--- src/rtl/esp8266_at_seq.sv ---
// esp8266_at_seq: plays the fixed ESP8266 AT start-up script into uart_tx,
// one byte at a time, and watches uart_rx for the "OK\r\n" reply after each
// command. On a reply timeout it resends the command, up to MAX_RETRY times.
// Build option: define ESP8266_AT_WAIT_OK_EN to compile in the OK matcher,
// the reply timeout and the retries. Without it, each command is followed
// by a fixed TIMEOUT_CYC wait and the script always advances.
// dbg_state exposes the FSM state for checkers.
module esp8266_at_seq #(
   parameter int GAP_CYC     = 16,
   parameter int TIMEOUT_CYC = 1_843_200,
   parameter int MAX_RETRY   = 3
) (
   input  logic       clk,
   input  logic       rst,
   input  logic       start,
   input  logic       tx_busy,
   output logic [7:0] tx_data,
   output logic       tx_wrsig,
   input  logic       rx_int,
   input  logic [7:0] rx_data,
   output logic       busy,
   output logic       done,
   output logic       error,
   output logic       cmd_idx,
   output logic [2:0] dbg_state
);

   // Transmit handshake: tx_data is stable from LOAD onwards. tx_wrsig is
   // high for the single SEND cycle. The byte counts as consumed only once
   // tx_busy has been seen high and then low again. No new strobe is issued
   // before that, so uart_tx is never written while it is shifting.

   localparam int GW = (GAP_CYC < 2) ? 1 : $clog2(GAP_CYC + 1);
   localparam int TW = (TIMEOUT_CYC < 2) ? 1 : $clog2(TIMEOUT_CYC + 1);

   typedef enum logic [2:0] {
      ST_IDLE    = 3'd0,
      ST_LOAD    = 3'd1,
      ST_SEND    = 3'd2,
      ST_WAIT_TX = 3'd3,
      ST_GAP     = 3'd4,
      ST_WAIT_OK = 3'd5,
      ST_DONE    = 3'd6,
      ST_ERR     = 3'd7
   } state_t;

   state_t          r_state;
   state_t          w_next;
   logic [5:0]      r_ptr;
   logic            r_cmd_idx;
   logic [7:0]      r_tx_data;
   logic            r_seen_busy;
   logic [GW-1:0]   r_gap_cnt;
   logic [TW-1:0]   r_timer;

   logic [5:0]      w_start_ptr;
   logic [5:0]      w_end_ptr;
   logic            w_last_byte;
   logic            w_gap_end;
   logic            w_timeout;

`ifdef ESP8266_AT_WAIT_OK_EN
   localparam int RW = (MAX_RETRY < 2) ? 1 : $clog2(MAX_RETRY + 1);
   logic [RW-1:0]   r_retry;
   logic            r_rx_int_d;
   logic [31:0]     r_window;
   logic            w_byte_evt;
   logic            w_match;
   logic            w_retry_left;
`else
   logic            w_unused_rx;
   assign w_unused_rx = ^{rx_int, rx_data};
`endif

   // Script ROM: command 0 at bytes 0-12, command 1 at bytes 13-33
   function automatic logic [7:0] rom_byte(input logic [5:0] a);
      case (a)
         6'd0:  rom_byte = 8'h41;  6'd1:  rom_byte = 8'h54;
         6'd2:  rom_byte = 8'h2B;  6'd3:  rom_byte = 8'h43;
         6'd4:  rom_byte = 8'h49;  6'd5:  rom_byte = 8'h50;
         6'd6:  rom_byte = 8'h4D;  6'd7:  rom_byte = 8'h55;
         6'd8:  rom_byte = 8'h58;  6'd9:  rom_byte = 8'h3D;
         6'd10: rom_byte = 8'h31;  6'd11: rom_byte = 8'h0D;
         6'd12: rom_byte = 8'h0A;
         6'd13: rom_byte = 8'h41;  6'd14: rom_byte = 8'h54;
         6'd15: rom_byte = 8'h2B;  6'd16: rom_byte = 8'h43;
         6'd17: rom_byte = 8'h49;  6'd18: rom_byte = 8'h50;
         6'd19: rom_byte = 8'h53;  6'd20: rom_byte = 8'h45;
         6'd21: rom_byte = 8'h52;  6'd22: rom_byte = 8'h56;
         6'd23: rom_byte = 8'h45;  6'd24: rom_byte = 8'h52;
         6'd25: rom_byte = 8'h3D;  6'd26: rom_byte = 8'h31;
         6'd27: rom_byte = 8'h2C;  6'd28: rom_byte = 8'h38;
         6'd29: rom_byte = 8'h30;  6'd30: rom_byte = 8'h38;
         6'd31: rom_byte = 8'h30;  6'd32: rom_byte = 8'h0D;
         6'd33: rom_byte = 8'h0A;
         default: rom_byte = 8'h00;
      endcase
   endfunction

   assign w_start_ptr = r_cmd_idx ? 6'd13 : 6'd0;
   assign w_end_ptr   = r_cmd_idx ? 6'd33 : 6'd12;
   assign w_last_byte = (r_ptr == w_end_ptr);
   assign w_gap_end   = (r_gap_cnt == GW'(GAP_CYC - 1));
   assign w_timeout   = (r_timer == TW'(TIMEOUT_CYC - 1));

`ifdef ESP8266_AT_WAIT_OK_EN
   // A received byte is valid on the falling edge of rx_int
   assign w_byte_evt   = r_rx_int_d & ~rx_int;
   assign w_match      = (r_window == 32'h4F4B0D0A);
   assign w_retry_left = (r_retry < RW'(MAX_RETRY));
`endif

   // State register
   always_ff @(posedge clk) begin
      if (rst) r_state <= ST_IDLE;
      else     r_state <= w_next;
   end

   // Next-state logic; in WAIT_OK a match takes priority over a timeout
   always_comb begin
      w_next = r_state;
      unique case (r_state)
         ST_IDLE, ST_DONE, ST_ERR: if (start) w_next = ST_LOAD;
         ST_LOAD:    w_next = ST_SEND;
         ST_SEND:    w_next = ST_WAIT_TX;
         ST_WAIT_TX: if (r_seen_busy && !tx_busy) w_next = ST_GAP;
         ST_GAP:     if (w_gap_end) w_next = w_last_byte ? ST_WAIT_OK : ST_LOAD;
         ST_WAIT_OK: begin
`ifdef ESP8266_AT_WAIT_OK_EN
            if (w_match)        w_next = r_cmd_idx ? ST_DONE : ST_LOAD;
            else if (w_timeout) w_next = w_retry_left ? ST_LOAD : ST_ERR;
`else
            if (w_timeout)      w_next = r_cmd_idx ? ST_DONE : ST_LOAD;
`endif
         end
         default:    w_next = ST_IDLE;
      endcase
   end

   // Datapath: byte pointer, command index, counters, OK window
   always_ff @(posedge clk) begin
      if (rst) begin
         r_ptr       <= '0;
         r_cmd_idx   <= 1'b0;
         r_tx_data   <= 8'h00;
         r_seen_busy <= 1'b0;
         r_gap_cnt   <= '0;
         r_timer     <= '0;
`ifdef ESP8266_AT_WAIT_OK_EN
         r_retry     <= '0;
         r_rx_int_d  <= 1'b0;
         r_window    <= '0;
`endif
      end else begin
`ifdef ESP8266_AT_WAIT_OK_EN
         // Bytes are shifted in regardless of state; WAIT_OK entry clears
         r_rx_int_d <= rx_int;
         if (w_byte_evt) r_window <= {r_window[23:0], rx_data};
`endif
         case (r_state)
            ST_IDLE, ST_DONE, ST_ERR: begin
               if (start) begin
                  r_ptr     <= 6'd0;
                  r_cmd_idx <= 1'b0;
`ifdef ESP8266_AT_WAIT_OK_EN
                  r_retry   <= '0;
`endif
               end
            end
            ST_LOAD: begin
               r_tx_data   <= rom_byte(r_ptr);
               r_seen_busy <= 1'b0;
            end
            ST_WAIT_TX: begin
               if (tx_busy) r_seen_busy <= 1'b1;
            end
            ST_GAP: begin
               if (w_gap_end) begin
                  r_gap_cnt <= '0;
                  if (w_last_byte) begin
                     r_timer  <= '0;
`ifdef ESP8266_AT_WAIT_OK_EN
                     r_window <= '0;
`endif
                  end else begin
                     r_ptr <= r_ptr + 6'd1;
                  end
               end else begin
                  r_gap_cnt <= r_gap_cnt + GW'(1);
               end
            end
            ST_WAIT_OK: begin
               r_timer <= r_timer + TW'(1);
`ifdef ESP8266_AT_WAIT_OK_EN
               if (w_match) begin
                  if (!r_cmd_idx) begin
                     r_cmd_idx <= 1'b1;
                     r_ptr     <= 6'd13;
                     r_retry   <= '0;
                  end
               end else if (w_timeout && w_retry_left) begin
                  r_retry <= r_retry + RW'(1);
                  r_ptr   <= w_start_ptr;
               end
`else
               if (w_timeout && !r_cmd_idx) begin
                  r_cmd_idx <= 1'b1;
                  r_ptr     <= 6'd13;
               end
`endif
            end
            default: ;
         endcase
      end
   end

   // Outputs decoded from state and datapath registers
   always_comb begin
      tx_data   = r_tx_data;
      tx_wrsig  = (r_state == ST_SEND);
      busy      = !((r_state == ST_IDLE) || (r_state == ST_DONE) || (r_state == ST_ERR));
      done      = (r_state == ST_DONE);
`ifdef ESP8266_AT_WAIT_OK_EN
      error     = (r_state == ST_ERR);
`else
      error     = 1'b0;
`endif
      cmd_idx   = r_cmd_idx;
      dbg_state = r_state;
   end

endmodule

--- config.mk ---
export PLATFORM = sky130hd
export DESIGN_NAME = esp8266_at_seq
export DESIGN_NICKNAME = d
export VERILOG_FILES = /design/src/rtl/esp8266_at_seq.sv
export SDC_FILE = /design/constraint.sdc
export NUM_CORES = 1
export LEC_CHECK = 0
export BUFFER_PORTS_ARGS = -buffer_cell sky130_fd_sc_hd__buf_2
export CAP_MARGIN = 20
export CORE_MARGIN = 4
export CORE_UTILIZATION = 59
export DETAILED_ROUTE_END_ITERATION = 12
export GPL_ROUTABILITY_DRIVEN = 0
export HOLD_SLACK_MARGIN = 0.03
export PLACE_DENSITY = 0.76
export SLEW_MARGIN = 20
export SYNTH_ARGS = -nofsm -noshare
export SYNTH_HDL_FRONTEND = slang
export SYNTH_SLANG_ARGS = --single-unit
--- constraint.sdc ---
create_clock -name clk -period 3.29 [get_ports clk]
set_clock_uncertainty 0.15 [all_clocks]
set_input_delay 0.329 -clock clk [delete_from_list [all_inputs] [get_ports clk]]
set_output_delay 0.329 -clock clk [all_outputs]
set_load 0.005 [all_outputs]
# Yosys cells after proc, flatten, opt, wreduce, memory -nomap -nowiden
# Memory sizes are Yosys's and may differ from the RTL's. A register that Yosys moved wholly into a read port is not among the register bits.
# Index checks and enable logic that the tools add are counted.
dict set report word_totals {
  reg_bits 45
  mem_bits_ro 448
  inputBits 13
  out_inout_bits 16
  elab_cells 69
  n_memories 1
}
dict set report classes {
  n_addsub 3
  eq_ne 18
  n_mux 22
  reduce_logical 18
}
# memory depth width read_ports rd_clocked_by_memory_dff write_ports line_no
set mem_list {}
lappend mem_list {{(name not given)} 64 7 1 1 0 77} ;# case (a)
# cell count
set op_table {}
lappend op_table {{$mux W21} 2}
lappend op_table {{$pmux W21 S2} 1}
lappend op_table {{$mux W6} 5}
lappend op_table {{$add A21 B1 Y21 const B} 1}
lappend op_table {{$eq A21 B21 Y1 const B} 1}
lappend op_table {{$mux W3} 6}
lappend op_table {{$pmux W3 S6} 1}
lappend op_table {{$pmux W6 S3} 1}
lappend op_table {{$ne A2 B2 Y1 const B} 8}
lappend op_table {{$eq A3 B3 Y1 const B} 4}
lappend op_table {{$add A6 B1 Y6 const B} 1}
lappend op_table {{$eq A3 B2 Y1 const B} 2}
lappend op_table {{$eq A6 B6 Y1} 1}
lappend op_table {{$reduce_and A3 Y1} 2}
lappend op_table {{$reduce_bool A2 Y1} 3}
lappend op_table {{$add A5 B1 Y5 const B} 1}
lappend op_table {{$eq A5 B4 Y1 const B} 1}
lappend op_table {{$mux W5} 1}
lappend op_table {{$reduce_and A5 Y1} 1}
lappend op_table {{$pmux W1 S2} 2}
lappend op_table {{$reduce_and A4 Y1} 1}
lappend op_table {{$eq A3 B1 Y1 const B} 1}
lappend op_table {{$logic_not A1 Y1} 3}
lappend op_table {{$logic_not A3 Y1} 1}
lappend op_table {{6 further kinds} 10}

# Logic depth before layout (Yosys ltp)
# Gate-level depths: netlist (run 1).
dict set report depth {
  ltp_word 5
  ltp_mapped 9
}

# Worst setup path after synthesis (run 1)
# No wires, ideal clock.
dict set report synth_path {
  path_kind {register to register}
  startpoint {register r_ptr[4]}
  endpoint {register r_timer[19]}
  arrival_ns 2.080
  required_time_ns 3.074
  path_slack_ns 0.994
  path_stages_with_launch 8
  n_path_buf 1
  synth_period_minus_slack_ns 2.296
  cell_sequence {dfxtp_1 > buf_6 > or4b_4 > nor4_4 > o21ba_4 > o21ai_4 > or4_4 > a21oi_2}
}
dict set report synth_between {
  elab_chain_cells 3
}
# element line_no
set synth_lines {}
lappend synth_lines {{start, declared} 49} ;# logic [5:0] r_ptr;
lappend synth_lines {{start signal, assigned} 186} ;# r_ptr <= r_ptr + 6'd1;
lappend synth_lines {{$eq A6 B6 Y1} 102} ;# assign w_last_byte = (r_ptr == w_end_ptr);
lappend synth_lines {{$ne A2 B2 Y1 (no line)} n/a}
lappend synth_lines {{$reduce_and A3 Y1 (no line)} n/a}
lappend synth_lines {{end signal, assigned} 193} ;# r_timer <= r_timer + TW'(1);
lappend synth_lines {{end, declared} 54} ;# logic [TW-1:0] r_timer;
# Every way passes these cells.
# A chain may end at the register's enable or synchronous reset.

# Worst setup path in the final report (run 1)
dict set report layout_path {
  startpoint {register r_ptr[4]}
  endpoint {register r_timer[9]}
}
# Same word-level chain as after synthesis.

==> results.cfg, run 1 <==
[status]
outcome = finished clean

[worst_setup_path]
cpPeakStageDelay_ns = 0.49
crit_path_end_kind = register
crit_required_ns = 3.38
path_max_fanout = 18
critPathLaunchType = register
rr_worst_depth = 6
crit_chain = or3_1 -> nor4_1 -> o21ba_4 -> o211ai_1 -> or3_1 -> a21oi_1
cp-endpoint = r_timer[9]
critPathSlowestCell = dfxtp_1
reg2reg_slack_ns = 0.64
crit_path_start = r_ptr[4]
worst_ep_arrival_time_ns = 2.74
worstReg2RegEnd = r_timer[9]
worst-setup-path-type = reg -> reg
cp_common_cell = or3_1
r2r-start = r_ptr[4]

[power]
p_seq_frac = 0.509
p_leak_uw = 0.00102
p_sw_uw = 286
power_frac_comb = 0.110
power.density_nw_per_um2 = 380
netSwitchingFraction = 0.261
power_uw = 1100
power_frac_clock = 0.381
ir_drop_v = 0.000282
intPower_uw = 810

[synthesis]
syn_area_per_cell_um2 = 7.99
synth_area_leader_cell = dfxtp_1
synth.most_common_cell = dfxtp_1
yosysWarnings = 0
synth_edf_count = 0
syn_area_um2 = 2690
synth_common_cells = dfxtp_1 (44), nand2_1 (34), nor2_1 (34)
synth.area.top_cells = dfxtp_1 (33%), a21oi_1 (5.0%), nand2_1 (4.7%)
ys_seq_area_frac = 0.327
synth-main-ff-cell = dfxtp_1
syn_inst = 337
synth.distinct_cells = 61
ys_ff_latch = 44
synth_async_sr_flop_share = 0
synth_top_area_share = 0.327

[sta]
worstMarginPinSlew_ns = 0.609
fin_tns_setup_ns = 0
rsz0062_at_grt = no
period_share = 0.807
slew_headroom = 0.592
whs_ns = 0.134
setup_viol = 0
setup_slack_ns = 0.636
final.min_clock_period_ns = 2.65
hold_viol = 0
fmax_mhz = 377
slew_viol_final = 0

[global_routing]
grt_max_degree = 28
grt_pass1_wl_um = 9850
grt_pass1_vias = 2174
antenna_found_initial = 0
overflow = 0
grt_use_total = 0.218

[clock_tree]
cts_buffers = 5
cts_setup_buffers = 0
ctsResizeCount = 0
path_clk_slew_ns = 0.09
clk_latency_ns = 0.30
htreeDepth = 2
cts_hold_buffers = 0
cts_buffer_depth = 2
cts.sinks = 44
cts_tree = done
cts_root_buf = clkbuf_8

[place]
port_buffers = 17
dp_slack_ns = 0.654
hpwl_um = 3970

[detailed_routing]
drc = 0
wirelength_um = 5690
avgRoutedWirePerCell_um = 14.3
drtIter0Drc = 206
routed_via_density = 6.12
drt_first_pass_iters = 4
route.vias.total = 2430
ant_nets = 0

[floorplanning]
core_um2 = 4380
num_rows = 24
io_pins = 29
fp.dieW_um = 75.6
die_area_um2 = 5710
start_util = 0.614
chipHeight_um = 75.6

[final_layout]
fin_util = 0.658
final_nets = 366
area_delta_synth_final_pct = 7.06
drive_gt1_frac = 0.122
regArea_um2 = 881
antenna_cells = 0
multi_input_area_um2 = 1660
final.fill_count = 383

[run]
maxCapViolations = 0

[worst_hold_path]
hold_path.startpoint = start
hold_path_class = in -> reg
==> per-stage QoR <==
| step | instances | instance area (um^2) |
|---|---|---|
| after floorplan | 338 | 2700 |
| after global placement | 389 | 2770 |
| after detailed placement | 389 | 2770 |
| after CTS | 397 | 2880 |
| after global routing | 397 | 2880 |
| final | 397 | 2880 |
==> critical path: cells and delay by family, from the launching register on <==
| kind | cells | cell delay, ns |
|---|---|---|
| simple gates | 3 | 1.23 |
| compound gates | 3 | 0.73 |
| flops | 1 | 0.49 |
==> flip-flops by register name, summed over array words and instances (netlist names) <==
name / count
r_seen_busy: 1
tx_data: 7
dbg_state: 3
r_gap_cnt: 5
cmd_idx: 1
r_ptr: 6
r_timer: 21
==> area by class of cell <==
| cell class | instances | share of cell area |
|---|---|---|
| clock buffers | 5 | 0.0239 |
| clock inverters | 3 | 0.0148 |
| inverters | 10 | 0.0130 |
| multi-input cells | 260 | 0.575 |
| flip-flops and latches | 44 | 0.306 |
| well taps | 52 | 0.0226 |
| repair buffers | 23 | 0.0451 |
==> logic make-up (layout without fill, tap and decap cells) <==
group | count (synthesis) | count (layout) | share of synthesized area
fa+ha+maj | 9 | 9 | 0.0418
other cells | 1 | 2 | 0.00139
flops | 44 | 44 | 0.327
xor+xnor | 11 | 11 | 0.0358
mux | 4 | 4 | 0.0195
compound gates | 98 | 98 | 0.252
buf+inv | 34 | 41 | 0.0585
simple gates | 136 | 136 | 0.264
==> worst min-delay path by stage <==
stage | to | slack (ns) | cells after the start
2_1_floorplan | dbg_state[1] | 0.30 | 1
3_3_place_gp | r_timer[12] | 0.31 | 2
3_5_place_dp | r_gap_cnt[4] | 0.31 | 1
4_1_cts | dbg_state[1] | 0.12 | 2
5_1_grt | dbg_state[1] | 0.13 | 2
6_report | dbg_state[1] | 0.13 | 2
==> power groups by stage <==
| stage | Sequential, uW | Clock [uW] | Combinational, uW |
|---|---|---|---|
| 2_1_floorplan | 562 | 0 | 95.3 |
| 3_3_place_gp | 570 | 0 | 119 |
| 3_5_place_dp | 570 | 0 | 119 |
| 4_1_cts | 557 | 427 | 120 |
| 5_1_grt | 561 | 440 | 135 |
| 6_report | 558 | 418 | 121 |
==> routing by layer <==
| layer | vias to the layer above | track usage | wire, um |
|---|---|---|---|
| met5 | - | 0 | 0 |
| met1 | 1125 | 0.308 | 2860 |
| li1 | 1252 | - | - |
| met3 | 8 | 0.0396 | 228 |
| met2 | 45 | 0.335 | 2500 |
| met4 | 0 | 0.0757 | 99 |
==> cells in the final DEF, fill, tap and decap left out, types with 5 or more instances in the layout <==
cell / count
a21oi_1: 27
a22oi_1: 5
a31oi_1: 6
buf_2: 17
buf_4: 6
clkbuf_8: 5
dfxtp_1: 44
ha_1: 9
inv_1: 10
nand2_1: 34
nand3_1: 12
nor2_1: 34
nor2b_1: 7
nor3_1: 8
o2111ai_1: 6
o211ai_1: 6
o21ai_0: 15
o31ai_1: 6
or3_1: 6
or4_1: 5
xor2_1: 7
Note: power is estimated with default switching activity, not from simulation.
==> run 2, diff against run 1 <==
- clock period: 3.29 -> 2.6 ns (I/O delays scaled with it)
==> run 2 against run 1 <==
Against the previous run:
- maximum frequency is 10% higher
- hold slack worse by 0.072 ns
- critical path depth is 1 higher
- non-clock buffer count is 13 higher
- cell count is 3.3% higher
- largest cell class unchanged
- largest power group is now the clock network
==> results.cfg, run 2 (synthesis gave the netlist of run 1 again) <==
[status]
outcome = finished clean

[detailed_routing]
drt_first_pass_iters = 4
wirelength_um = 5950
drc = 0
route.vias.total = 2484
ant_nets = 0
routed_via_density = 6.06
drtIter0Drc = 172
avgRoutedWirePerCell_um = 14.5

[worst_setup_path]
critPathLaunchType = register
critPathSlowestCell = dfxtp_1
crit_chain = ha_1 -> nand2_1 -> nor4_2 -> a21oi_1 -> nor3_4 -> mux2i_1 -> a2111oi_1
crit_required_ns = 2.64
crit_path_end_kind = register
rr_worst_depth = 7
worst-setup-path-type = reg -> reg
cpPeakStageDelay_ns = 0.39
worst_ep_arrival_time_ns = 2.45
path_buf_inv = 0
path_max_fanout = 8
crit_family = simple AND/OR/NAND/NOR gates
cp.depth = 7

[clock_tree]
cts_buffer_depth = 2
cts_hold_buffers = 0
cts_buffers = 5
path_clk_slew_ns = 0.09
cts_tree = done
cts.sinks = 44
clk_latency_ns = 0.30
htreeDepth = 2
cts_root_buf = clkbuf_8

[final_layout]
fin_util = 0.693
final_nets = 379
final.fill_count = 360
layout.cells.non_filler = 410
regArea_um2 = 881
area_delta_synth_final_pct = 12.9
largest_reg_flops = 21
final_cell_mix = dfxtp_1 (44), nand2_1 (34), nor2_1 (34), a21oi_1 (27), buf_4 (19)
multi_input_area_um2 = 1670
drive_gt1_frac = 0.159
antenna_cells = 0
final_common_cell = dfxtp_1
top_register = r_timer

[global_routing]
grt_pass1_vias = 2217
antenna_found_initial = 0
overflow = 0
grt_max_degree = 28
grt_use_total = 0.225
grt_pass1_wl_um = 10100

[sta]
period_share = 0.926
slew_viol_final = 0
fmax_mhz = 415
whs_ns = 0.0612
final.min_clock_period_ns = 2.41
setup_viol = 0
hold_viol = 0

[place]
dp.cells = 398
hpwl_um = 4100
port_buffers = 17

[power]
p_leak_uw = 0.00112
ir_drop_v = 0.000505
power.density_nw_per_um2 = 522

[floorplanning]
fp.dieW_um = 75.6
num_rows = 24
io_pins = 29
die_area_um2 = 5710
start_util = 0.614
core_um2 = 4380
chipHeight_um = 75.6

[worst_hold_path]
hold_depth = 2
hold_path_class = in -> reg

[run]
maxCapViolations = 0
==> run 2: final timing paths <==
kind                 from           end  slack [ns]
max            r_timer[0]      r_ptr[2]        0.19
min reg2reg  r_gap_cnt[4]  r_gap_cnt[4]        0.32
min                 start  dbg_state[1]        0.06
max reg2reg    r_timer[0]      r_ptr[2]        0.19
==> run 2: routing by layer <==
metal | wire (um) | share of wire | vias up | track usage
met4 | 95 | 0.016 | 0 | 0.0854
li1 | - | - | 1277 | -
met2 | 2710 | 0.46 | 49 | 0.342
met3 | 250 | 0.042 | 8 | 0.0488
met1 | 2890 | 0.49 | 1150 | 0.312
met5 | 0 | 0 | - | 0
==> run 2: power breakdown <==
part / leakage [uW] / total [uW] / switching (uW) / internal, uW
Sequential: 0.000355 / 700 / 14.4 / 686
Combinational: 0.000683 / 162 / 105 / 56.6
Clock: 0.0000784 / 724 / 244 / 481
Total: 0.00112 / 1590 / 364 / 1220
==> run 2: final cells by class <==
| class | count | area share |
|---|---|---|
| Clock buffer | 5 | 0.0226 |
| Timing Repair Buffer | 36 | 0.0749 |
| Multi-Input combinational cell | 260 | 0.549 |
| Clock inverter | 3 | 0.0296 |
| Sequential cell | 44 | 0.290 |
| Tap cell | 52 | 0.0214 |
| Inverter | 10 | 0.0123 |
==> run 2: per-stage QoR <==
| step | worst slack, ns | cell area [um^2] | power (uW) | TNS [ns] |
|---|---|---|---|---|
| 5_1_grt | -0.00379 | 3040 | 1650 | -0.00379 |
| 2_1_floorplan | 0.304 | 2700 | 832 | 0 |
| 4_1_cts | 0.127 | 3000 | 1600 | 0 |
| 3_5_place_dp | 0.131 | 2840 | 876 | 0 |
| 3_3_place_gp | 0.174 | 2840 | 874 | 0 |
| 6_report | 0.191 | 3040 | 1590 | 0 |
==> run 2: repair_timing <==
item,in CTS,in global routing
buffers inserted,0,4
endpoints found under the setup margin,0,6
resized for setup,0,2
==> run 3, diff against run 2 <==
- ABC_AREA: not set -> 1
==> run 3 against run 2 <==
Against the previous run:
- routed wire length grew 19%
- critical path type unchanged
- area after synthesis rose by 10%
- combinational power rose to 7.1 times the previous value
- via count is 22% higher
- largest power group is now combinational cells
- clock power fell by 24%
- critical path depth increased by 2
- global-route usage up 1.9 points
- count of clock-buffer cells in the layout unchanged
- total power grew 66%
- sequential share of layout area decreased by 1.3 points
- die area rose by 9.0%
- hold slack gained 0.0056 ns
- highest routed layer unchanged
==> results.cfg, run 3 <==
[synthesis]
synth_common_cells = nand2_1 (120), inv_1 (49), nor2_1 (49)
synth_area_leader_cell = dfxtp_1
syn_area_per_cell_um2 = 6.41
synth.distinct_cells = 44
syn_inst = 462
synth_adder_area_share = 0.0380
synth.area.top_cells = dfxtp_1 (30%), nand2_1 (15%), a21oi_1 (6.4%)
ys_ff_latch = 44
synthMuxAreaShare = 0
synth_compound_area_frac = 0.156
yosysWarnings = 0
synth-main-ff-cell = dfxtp_1
synth.most_common_cell = nand2_1
synth_async_sr_flop_share = 0
synth_top_area_share = 0.297
ys_seq_area_frac = 0.297
synth_edf_count = 0
synth_top_family_by_area = simple AND/OR/NAND/NOR gates
yosys.area_share.simple = 0.399
syn_area_um2 = 2960
synth_xor_area_frac = 0.00591

[sta]
fmax_mhz = 468
period_share = 0.821
rsz0062_at_grt = no
fin_tns_setup_ns = 0
slew_viol_final = 0
final.min_clock_period_ns = 2.14
hold_viol = 0
setup_viol = 0

[detailed_routing]
ant_nets = 0
avgRoutedWirePerCell_um = 13.0
route.vias.total = 3025
drc = 0
drtIter0Drc = 309
routed_via_density = 5.57
wirelength_um = 7070
drt_first_pass_iters = 6

[clock_tree]
cts_buffers = 5
htreeDepth = 2
cts_buffer_depth = 2
clk_latency_ns = 0.30
path_clk_slew_ns = 0.09
cts_hold_buffers = 0
cts_root_buf = clkbuf_8
cts_tree = done
ctsResizeCount = 0
cts_setup_buffers = 0
cts.sinks = 44

[power]
p_leak_uw = 0.00131
power_uw = 2640
ir_drop_v = 0.000624
power.density_nw_per_um2 = 828

[global_routing]
busiest_layer = met2
use_met3 = 0.0533
antenna_found_initial = 0
grt_use_met1 = 0.339
grt_max_degree = 29
overflow = 0
grt_pass1_vias = 2739
grt_pass1_wl_um = 12400
grt_use_total = 0.243
met2_usage = 0.389

[worst_hold_path]
hold_depth = 3
hold_path.startpoint = tx_busy
hold_path_class = in -> reg

[final_layout]
area_delta_synth_final_pct = 7.52
final_common_cell = nand2_1
final.fill_count = 432
top_register = r_timer
fin_util = 0.666
largest_reg_flops = 21
antenna_cells = 0
final_cell_mix = nand2_1 (120), nor2_1 (49), inv_1 (49), dfxtp_1 (44), a21oi_1 (38)
drive_gt1_frac = 0.124
final_nets = 497

[worst_setup_path]
path_max_fanout = 21
worst_ep_arrival_time_ns = 2.18
critPathLaunchType = register
crit_path_start = r_ptr[3]
critPathSlowestCell = dfxtp_1
crit_required_ns = 2.64
cpPeakStageDelay_ns = 0.61
worst-setup-path-type = reg -> reg
rr_worst_depth = 9
crit_family = simple AND/OR/NAND/NOR gates
crit_chain = inv_2 -> nor2_1 -> nand2_1 -> nand2_1 -> nand3_4 -> nand2_4 -> nand2_4 -> o21ai_2 -> a21oi_1
path_buf_inv = 1
cp.depth = 9
reg2reg_slack_ns = 0.46
r2r-start = r_ptr[3]
crit_path_end_kind = register

[run]
maxCapViolations = 0

[floorplanning]
io_pins = 29
fp.dieW_um = 78.9
start_util = 0.619
core_um2 = 4790
chipHeight_um = 78.9
die_area_um2 = 6220
num_rows = 25

[status]
outcome = finished clean

[place]
hpwl_um = 5190
port_buffers = 17
-- run 3: changes by cell type in the layout (fill, tap and decap cells not counted), sizes merged, moves of 10 or more --
cell,delta
inv,+49
nor2,+22
nand3,+24
nand2,+94
a21oi,+10
nand4,+14
buf,-17
-- run 3: metrics by stage --
| stage | instance area (um^2) | setup slack (ns) | hold slack [ns] | instances |
|---|---|---|---|---|
| after global routing | 3190 | 0.244 | 0.0689 | 543 |
| after global placement | 3070 | 0.536 | 0.291 | 535 |
| final | 3190 | 0.464 | 0.0667 | 543 |
| after CTS | 3190 | 0.498 | 0.0603 | 543 |
| after detailed placement | 3070 | 0.504 | 0.297 | 535 |
| after floorplan | 2970 | 0.860 | 0.257 | 463 |
-- run 3: final timing paths --
path / endpoint
worst max-delay path: r_timer[4]
worst min-delay path: r_seen_busy
worst max register to register: r_timer[4]
worst min register to register: r_gap_cnt[4]
-- run 3: logic make-up (layout without fill, tap and decap cells) --
group / count (synthesis) / after routing
adder cells (fa/ha/maj): 9 / 9
flip-flops: 44 / 44
buffers and inverters: 73 / 86
AND/OR/NAND/NOR: 251 / 251
XOR/XNOR: 2 / 2
other: 1 / 2
AO/OA/AOI/OAI: 82 / 82
-- run 3: layout make-up --
type,count,area (um^2),area share
inverter,59,224,0.0703
tap,67,83.8,0.0263
timing repair buffer,19,100,0.0314
clock buffer,5,68.8,0.0216
sequential,44,881,0.277
clock inverter,3,46.3,0.0145
multi-input combinational,346,1780,0.559
-- run 3: worst min-delay path: stages --
cell and delay, ns:
buf_2 0.10, nand2_1 0.05, a21oi_1 0.06
-- run 3: power breakdown --
part | switching (uW) | internal, uW
Combinational | 741 | 407
Clock | 261 | 290
Sequential | 163 | 777
-- run 3: metal layers --
layer | share of wire | vias to the layer above
met4 | 0.012 | 0
li1 | - | 1543
met2 | 0.44 | 106
met3 | 0.066 | 17
met5 | 0 | -
met1 | 0.48 | 1359
